### src/rtl/agc_io_unit.sv
// agc_io_unit: eight-channel 15-bit AGC I/O block with latches, synced inputs, edge flags, timer and irq.
// Define IO_LOOPBACK_EN to make ch3 read the ch1 latch directly (core self-test) instead of ext_in0.
module agc_io_unit #(
    parameter int          PRESCALE = 16,
    parameter logic [14:0] ID_VALUE = 15'h0AC5
) (
    input  logic        clock,
    input  logic        reset_n,
    input  logic [2:0]  IO_read_sel,
    output logic [14:0] IO_read_data,
    input  logic        IO_write_en,
    input  logic [2:0]  IO_write_sel,
    input  logic [14:0] IO_write_data,
    input  logic [14:0] ext_in0,
    input  logic [14:0] ext_in1,
    output logic [14:0] out_ch1,
    output logic [14:0] out_ch2,
    output logic        irq
);
    localparam int PW = (PRESCALE > 1) ? $clog2(PRESCALE) : 1;
    localparam logic [PW-1:0] P_LAST = PW'(PRESCALE - 1);

    logic [14:0]   r_ch0, r_ch1, r_ch2, r_ch4, r_ch5, r_ch6;
    logic [14:0]   r_s0a, r_s0b, r_s1a, r_s1b, r_s1prev;
    logic [PW-1:0] r_presc;
    logic [14:0]   w_ch3, w_rise, w_clr;
    logic          w_term;

`ifdef IO_LOOPBACK_EN
    assign w_ch3 = r_ch1;
`else
    assign w_ch3 = r_s0b;
`endif
    assign w_rise  = r_s1b & ~r_s1prev;
    assign w_clr   = (IO_write_en && IO_write_sel == 3'd4) ? IO_write_data : 15'd0;
    assign w_term  = (r_presc == P_LAST);
    assign out_ch1 = r_ch1;
    assign out_ch2 = r_ch2;
    assign irq     = |(r_ch4 & r_ch6);

    always_comb begin
        IO_read_data = ID_VALUE;
        case (IO_read_sel)
            3'd0: IO_read_data = r_ch0;
            3'd1: IO_read_data = r_ch1;
            3'd2: IO_read_data = r_ch2;
            3'd3: IO_read_data = w_ch3;
            3'd4: IO_read_data = r_ch4;
            3'd5: IO_read_data = r_ch5;
            3'd6: IO_read_data = r_ch6;
            default: IO_read_data = ID_VALUE;
        endcase
    end

    always_ff @(posedge clock or negedge reset_n) begin
        if (!reset_n) begin
            r_ch0    <= '0;
            r_ch1    <= '0;
            r_ch2    <= '0;
            r_ch4    <= '0;
            r_ch5    <= '0;
            r_ch6    <= '0;
            r_s0a    <= '0;
            r_s0b    <= '0;
            r_s1a    <= '0;
            r_s1b    <= '0;
            r_s1prev <= '0;
            r_presc  <= '0;
        end else begin
            r_s0a    <= ext_in0;
            r_s0b    <= r_s0a;
            r_s1a    <= ext_in1;
            r_s1b    <= r_s1a;
            r_s1prev <= r_s1b;
            // set wins over write-1-to-clear on the same edge
            r_ch4    <= (r_ch4 & ~w_clr) | w_rise;
            if (IO_write_en && IO_write_sel == 3'd0) r_ch0 <= IO_write_data;
            if (IO_write_en && IO_write_sel == 3'd1) r_ch1 <= IO_write_data;
            if (IO_write_en && IO_write_sel == 3'd2) r_ch2 <= IO_write_data;
            if (IO_write_en && IO_write_sel == 3'd6) r_ch6 <= IO_write_data;
            if (IO_write_en && IO_write_sel == 3'd5) begin
                r_ch5   <= IO_write_data;
                r_presc <= '0;
            end else if (w_term) begin
                r_ch5   <= r_ch5 + 15'd1;
                r_presc <= '0;
            end else begin
                r_presc <= r_presc + 1'b1;
            end
        end
    end
endmodule

### config.mk
export PLATFORM = sky130hd
export DESIGN_NAME = agc_io_unit
export DESIGN_NICKNAME = d
export VERILOG_FILES = /design/src/rtl/agc_io_unit.sv
export SDC_FILE = /design/constraint.sdc
export NUM_CORES = 1
export LEC_CHECK = 0
export BUFFER_PORTS_ARGS = -buffer_cell sky130_fd_sc_hd__buf_2
export CORE_AREA = 2 2 114 116
export CTS_CLUSTER_DIAMETER = 200
export DETAILED_ROUTE_END_ITERATION = 16
export DIE_AREA = 0 0 116 118
export GPL_ROUTABILITY_DRIVEN = 1
export PLACE_DENSITY = 0.81
export SLEW_MARGIN = 30
export SYNTH_ARGS = -nofsm -noshare
export SYNTH_HDL_FRONTEND = slang
export SYNTH_SLANG_ARGS = --single-unit
### constraint.sdc
create_clock -name clock -period 2.12 [get_ports clock]
set_input_delay 0.424 -clock clock [delete_from_list [all_inputs] [get_ports clock]]
set_output_delay 0.424 -clock clock [all_outputs]
set_load 0.1 [all_outputs]
# Word-level counts from Yosys, hierarchy flattened
# Cells that the tools add are included.
[classes]
n_reduce_logical = 10
bitwise = 6
n_mux = 6
addsub = 2
eq_ne = 12
[ops]
columns = ["op", "count"]
rows = [
  ["case mux 15 bit (7 select lines)", 1],
  ["bitwise AND 15 bit", 3],
  ["2-to-1 mux 15 bit", 3],
  ["NOT 15 bit", 2],
  ["equality test 3 bit (second input constant)", 6],
  ["adder 15 x 1 -> 15 bit (second input constant)", 1],
  ["OR 15 bit", 1],
  ["OR reduction 15 bit", 1],
  ["equality test 3 x 2 -> 1 bit (second input constant)", 3],
  ["2-to-1 mux 4 bit", 2],
  ["equality test 3 x 1 -> 1 bit (second input constant)", 2],
  ["logical AND 1 bit", 6],
  ["logical NOT 3 bit", 2],
  ["adder 4 x 1 -> 4 bit (second input constant)", 1],
  ["equality test 4 bit (second input constant)", 1],
  ["nonzero test 2 bit", 1],
]
[totals]
wordCells = 48
register_bits = 169
output_inout_bits = 46
inputBits = 54

# Depth between registers and ports, before layout
[logic_depth]
word_depth = 6
mapped_depth = 6
depth_no_buf = 5

# Least setup slack after synthesis
# No wires, ideal clock.
[synth_timing]
path_kind = "register to output"
from = "reg r_ch1[1], in the netlist out_ch1[1]"
to = "out IO_read_data[1]"
arrival_ns = 3.274
setup_slack_ns = -1.578
t_required_ns = 1.696
stages_incl_launch_ff = 3
path_buffers = 0
path_cell_list = "dfrtp_1 a221oi_1 o21ai_0"
[synth_via]
elab_chain_cells = 1
[synth_lines]
columns = ["item", "line_no", "text"]
rows = [
  ["start, declared", "23", "logic [14:0] r_ch0, r_ch1, r_ch2, r_ch4, r_ch5, r_ch6;"],
  ["start signal, assigned", "78", "if (IO_write_en && IO_write_sel == 3'd1) r_ch1 <= IO_write_data;"],
  ["case mux 15 bit (7 select lines)", "43", "case (IO_read_sel)"],
  ["end, declared", "10", "output logic [14:0] IO_read_data,"],
]
# Every way passes these cells.

# Worst setup path after layout
[layout_timing]
from = "reg r_ch6[6]"
to = "out irq"
[layout_via]
elab_chain_cells = 2
[layout_lines]
columns = ["item", "line_no", "text"]
rows = [
  ["start, declared", "23", ""],
  ["start signal, assigned", "80", "if (IO_write_en && IO_write_sel == 3'd6) r_ch6 <= IO_write_data;"],
  ["bitwise AND 15 bit", "39", "assign irq = |(r_ch4 & r_ch6);"],
  ["OR reduction 15 bit", "39", ""],
  ["end, declared", "18", "output logic irq"],
]
# Every way passes these cells.

==> impl_summary.log <==
[metrics] Synth Area in XOR/XNOR: 1.524%
[metrics] area growth from synthesis to final layout: 30.27%
[metrics] endpoint required time on the critical path: 1.70 ns
[metrics] Area after DPL: 8173 sq um
[metrics] Longest Clk Path Bufs: 2
[metrics] switching power total: 0.003835 W
[metrics] RSZ-0062 raised after global routing: true
[metrics] post-synthesis area per instance: 12.87 sq um
[metrics] synthesized netlist net count: 592
[metrics] instance count of the mapped netlist: 536
[metrics] summed area of non-filler cells in the final layout: 8986 sq um
[metrics] overflow left after global routing: 0
[metrics] number of cells traversed by the worst register-to-register path: 5
[metrics] number of flops mapped to enable cells by yosys: 0
[metrics] basic-gate share of the synthesized area counting and, or, nand and nor cells: 10.65%
[metrics] switching portion of total power: 36.89%
[metrics] slew at the pin closest to its max-slew limit: 0.4954 ns
[metrics] max-cap viol count: 0
[metrics] CP arrival: 1.87 ns
[metrics] ratio of total power to cell area: 1157 nW/um^2
[metrics] iteration-0 DRC count of the detailed router: 498
[metrics] Internal: 0.006561 W
[metrics] final RePlAce weighted congestion: 0.9755
[metrics] CTS clock-pin slew for the worst setup and hold paths: 0.06 ns
[metrics] routed wire length: 17440 um
[metrics] Final Hold Violating Endpoints: 0
[metrics] complex-gate fraction of the synthesized area: 8.017%
[metrics] Rows: 41
[metrics] diode insertion count for antenna repair: 0
[metrics] instance count along the most critical hold path: 1
[metrics] leakage component of the power: 3.980 nW
[metrics] DRC violation count after routing: 0
[metrics] die height: 118 um
[metrics] Detailed Routing Iterations Pass 1: 5
[metrics] total CTS buffers: 17
[metrics] Critical Path End Type: primary output
[metrics] failing checks: setup timing
[metrics] kind of start point of the critical path: flip-flop
[metrics] area used by multi-input combinational logic: 2743 sq um
[metrics] Adder-Cell Fraction of Synth Area: 0.3628%
[metrics] Period minus WS final: 2.293 ns
[metrics] crit path max fanout: 3
[metrics] portion of the post-synthesis area used by sequential elements: 61.31%
[metrics] initial standard-cell utilization of the core: 55.56%
[metrics] Setup Skew: 0.007219 ns
[metrics] Clock power frac: 30.5%
[metrics] slew margin rel.: 67.20%
[metrics] multiplexer share of the synthesized area: 14.67%
[metrics] first-pass GRT wire length: 27800 um
[metrics] final worst-path setup slack: -0.1727 ns
[metrics] final-stage net count: 719
[metrics] IR drop worst, VDD: 0.0007575 V
[metrics] clock tree from TritonCTS: yes
[metrics] post-route clock period utilization: 108.1%
[metrics] post-detailed-route count of antenna-violating nets: 0
[metrics] logic gate share of total power: 29.1%
[metrics] top cell type's share of synthesized area: 61.31%
[metrics] Core ar.: 12410 sq um
[metrics] crit path kind: reg -> out
[metrics] startpoint of the lowest-slack register-to-register path: r_presc[0]
[metrics] clock sinks: 169
[metrics] synthesized area: 6898 sq um
[metrics] count of final max-slew check failures: 0
[metrics] cell types with the highest counts after synthesis: sky130_fd_sc_hd__dfrtp_1, sky130_fd_sc_hd__nand2_1, sky130_fd_sc_hd__mux2_2
[metrics] final setup vio count: 2
[metrics] worst hold path class: in -> reg
[metrics] full die area: 13690 sq um
[metrics] Synth area leader: sky130_fd_sc_hd__dfrtp_1
[metrics] most repeated cell in the gate-level netlist after synthesis: sky130_fd_sc_hd__dfrtp_1
[metrics] achievable clock frequency: 0.4362 GHz
[metrics] end of the worst register-to-register path: r_ch5[11]
[metrics] sequential fraction of design power: 40.5%
[metrics] overall via count from detail_route: 4962
[metrics] vias in the first global route: 5014
[metrics] final setup TNS: -0.1757 ns
[metrics] dominant combinational cell family by area after synthesis: multiplexers
[metrics] outcome: complete, but fails checks
[metrics] via density per instance: 5.858
[metrics] later-pin clock latency in the skew report: 0.42 ns
[metrics] utilization of the core after routing: 72.38%
[metrics] most used flip-flop cell after synthesis: sky130_fd_sc_hd__dfrtp_1
[metrics] Total Power: 0.01040 W
[metrics] number of distinct library cells after synthesis: 51
[metrics] HPWL after DPL: 12060 um
[metrics] footprint of the flip-flops and latches: 4249 sq um
[metrics] fraction of layout instances using a drive strength above 1: 43.70%
[metrics] Yosys warning count: 0
[metrics] PortBufs: 99
[metrics] Register-to-Register Setup Slack: 0.38 ns
[metrics] routed length per instance: 20.59 um
[metrics] pin count of the biggest net entering global routing: 49
[metrics] Ports: 100
[metrics] Tot GR Track Use: 27.36%
[metrics] CTS H-tree lvls: 4
[metrics] largest cells by area after synthesis: sky130_fd_sc_hd__dfrtp_1, sky130_fd_sc_hd__mux2_2, sky130_fd_sc_hd__nand2_1
[metrics] number of storage elements in the synthesis netlist: 169
[metrics] FFs w/ async S/R, synth: 100.0%
[metrics] Filler cells: 818
[metrics] initial antenna violation count: 0
[metrics] Min-Delay Startpoint: ext_in1[3]
[metrics] Die X-Extent: 116 um
[metrics] Root Buffer: sky130_fd_sc_hd__clkbuf_16
[metrics] hold worst-path end: r_s1a[3]
[flip-flops by register name, indices dropped and copies added, names as in the netlist]
signal,count
r_s1prev,15
r_ch5,15
r_ch4,15
r_s0a,15
r_presc,4
r_ch6,15
r_s1a,15
r_ch0,15
out_ch2,15
r_s1b,15
out_ch1,15
r_s0b,15
[final cells by class]
type	instances	share of cell area, %
inverters	19	0.8354
repair buffers	134	12.20
clock inverters	12	1.838
well taps	172	2.395
multi-input cells	322	30.52
clock buffers	19	4.929
flip-flops and latches	169	47.28
[worst max path at each step]
| stage | from | to | slack, ns |
|---|---|---|---|
| finish | r_ch6[6] | irq | -0.17 |
| global route | r_ch4[6] | irq | -0.22 |
| CTS | r_ch4[6] | irq | -0.13 |
| detailed placement | IO_read_sel[0] | IO_read_data[4] | -0.01 |
| global placement | IO_read_sel[0] | IO_read_data[8] | 0.03 |
| floorplan | out_ch1[1] | IO_read_data[1] | -0.11 |
[through the flow]
| step | cells | setup WS, ns | hold WS, ns |
|---|---|---|---|
| floorplan | 536 | -0.1114 | 0.1284 |
| CTS | 841 | -0.1261 | 0.08442 |
| detailed placement | 809 | -0.01007 | 0.3347 |
| finish | 847 | -0.1727 | 0.1024 |
| global route | 847 | -0.2180 | 0.08226 |
| global placement | 809 | 0.03042 | 0.3315 |
[per-layer routing]
layer | GRT usage (%) | routed length, um
met5 | 0 | 0
met4 | 11.90 | 665
met3 | 6.488 | 1336
met2 | 41.59 | 8465
met1 | 37.72 | 6972
[critical path, stage by stage (launching register included)]
cell and delay (ns):
sky130_fd_sc_hd__dfrtp_1 0.40, sky130_fd_sc_hd__a222oi_1 0.36, sky130_fd_sc_hd__and3_1 0.24, sky130_fd_sc_hd__nand4_1 0.19
sky130_fd_sc_hd__buf_6 0.25
[power by group through the flow]
stage               clock network [W]  logic (W)  registers [W]
floorplan                           0    0.00130        0.00498
global placement                    0    0.00287        0.00419
detailed placement                  0    0.00294        0.00422
CTS                           0.00320    0.00299        0.00418
global route                  0.00335    0.00316        0.00425
finish                        0.00317    0.00302        0.00421
[timing repair]
action / in CTS / in global routing
hold buffers: 1 / 0
pin swaps: 0 / 3
hold endpoints to repair: 45 / 0
resized for setup: 18 / 14
gates cloned: 0 / 1
endpoints found under the setup margin: 10 / 11
buffers inserted: 0 / 5
[cells in the final DEF (no fill, tap or decap), types with 3 or more instances in the layout]
master	instances
sky130_fd_sc_hd__a21oi_1	12
sky130_fd_sc_hd__a21oi_2	4
sky130_fd_sc_hd__a21oi_4	6
sky130_fd_sc_hd__a22oi_1	13
sky130_fd_sc_hd__and2_1	5
sky130_fd_sc_hd__buf_12	21
sky130_fd_sc_hd__buf_2	80
sky130_fd_sc_hd__buf_4	27
sky130_fd_sc_hd__bufinv_16	3
sky130_fd_sc_hd__clkbuf_16	18
sky130_fd_sc_hd__dfrtp_1	153
sky130_fd_sc_hd__dfrtp_2	16
sky130_fd_sc_hd__inv_1	18
sky130_fd_sc_hd__mux2_2	52
sky130_fd_sc_hd__mux2_4	11
sky130_fd_sc_hd__mux2i_1	13
sky130_fd_sc_hd__mux4_2	6
sky130_fd_sc_hd__nand2_1	59
sky130_fd_sc_hd__nand3_1	5
sky130_fd_sc_hd__nand3b_1	3
sky130_fd_sc_hd__nand4_1	6
sky130_fd_sc_hd__nor2_1	19
sky130_fd_sc_hd__nor2_4	7
sky130_fd_sc_hd__nor3_1	5
sky130_fd_sc_hd__nor4_1	3
sky130_fd_sc_hd__o21ai_0	22
sky130_fd_sc_hd__o21ai_1	10
sky130_fd_sc_hd__o21ai_4	6
sky130_fd_sc_hd__o22a_1	5
sky130_fd_sc_hd__xnor2_1	9
sky130_fd_sc_hd__xor2_1	3
[cell families after synthesis]
logic type,after synthesis
adder cells (fa/ha/maj),2
buffers and inverters,45
XOR/XNOR,12
multiplexers,82
AND/OR/NAND/NOR,135
AO/OA/AOI/OAI,91
flip-flops,169
Power figures use the tool's default switching activity.
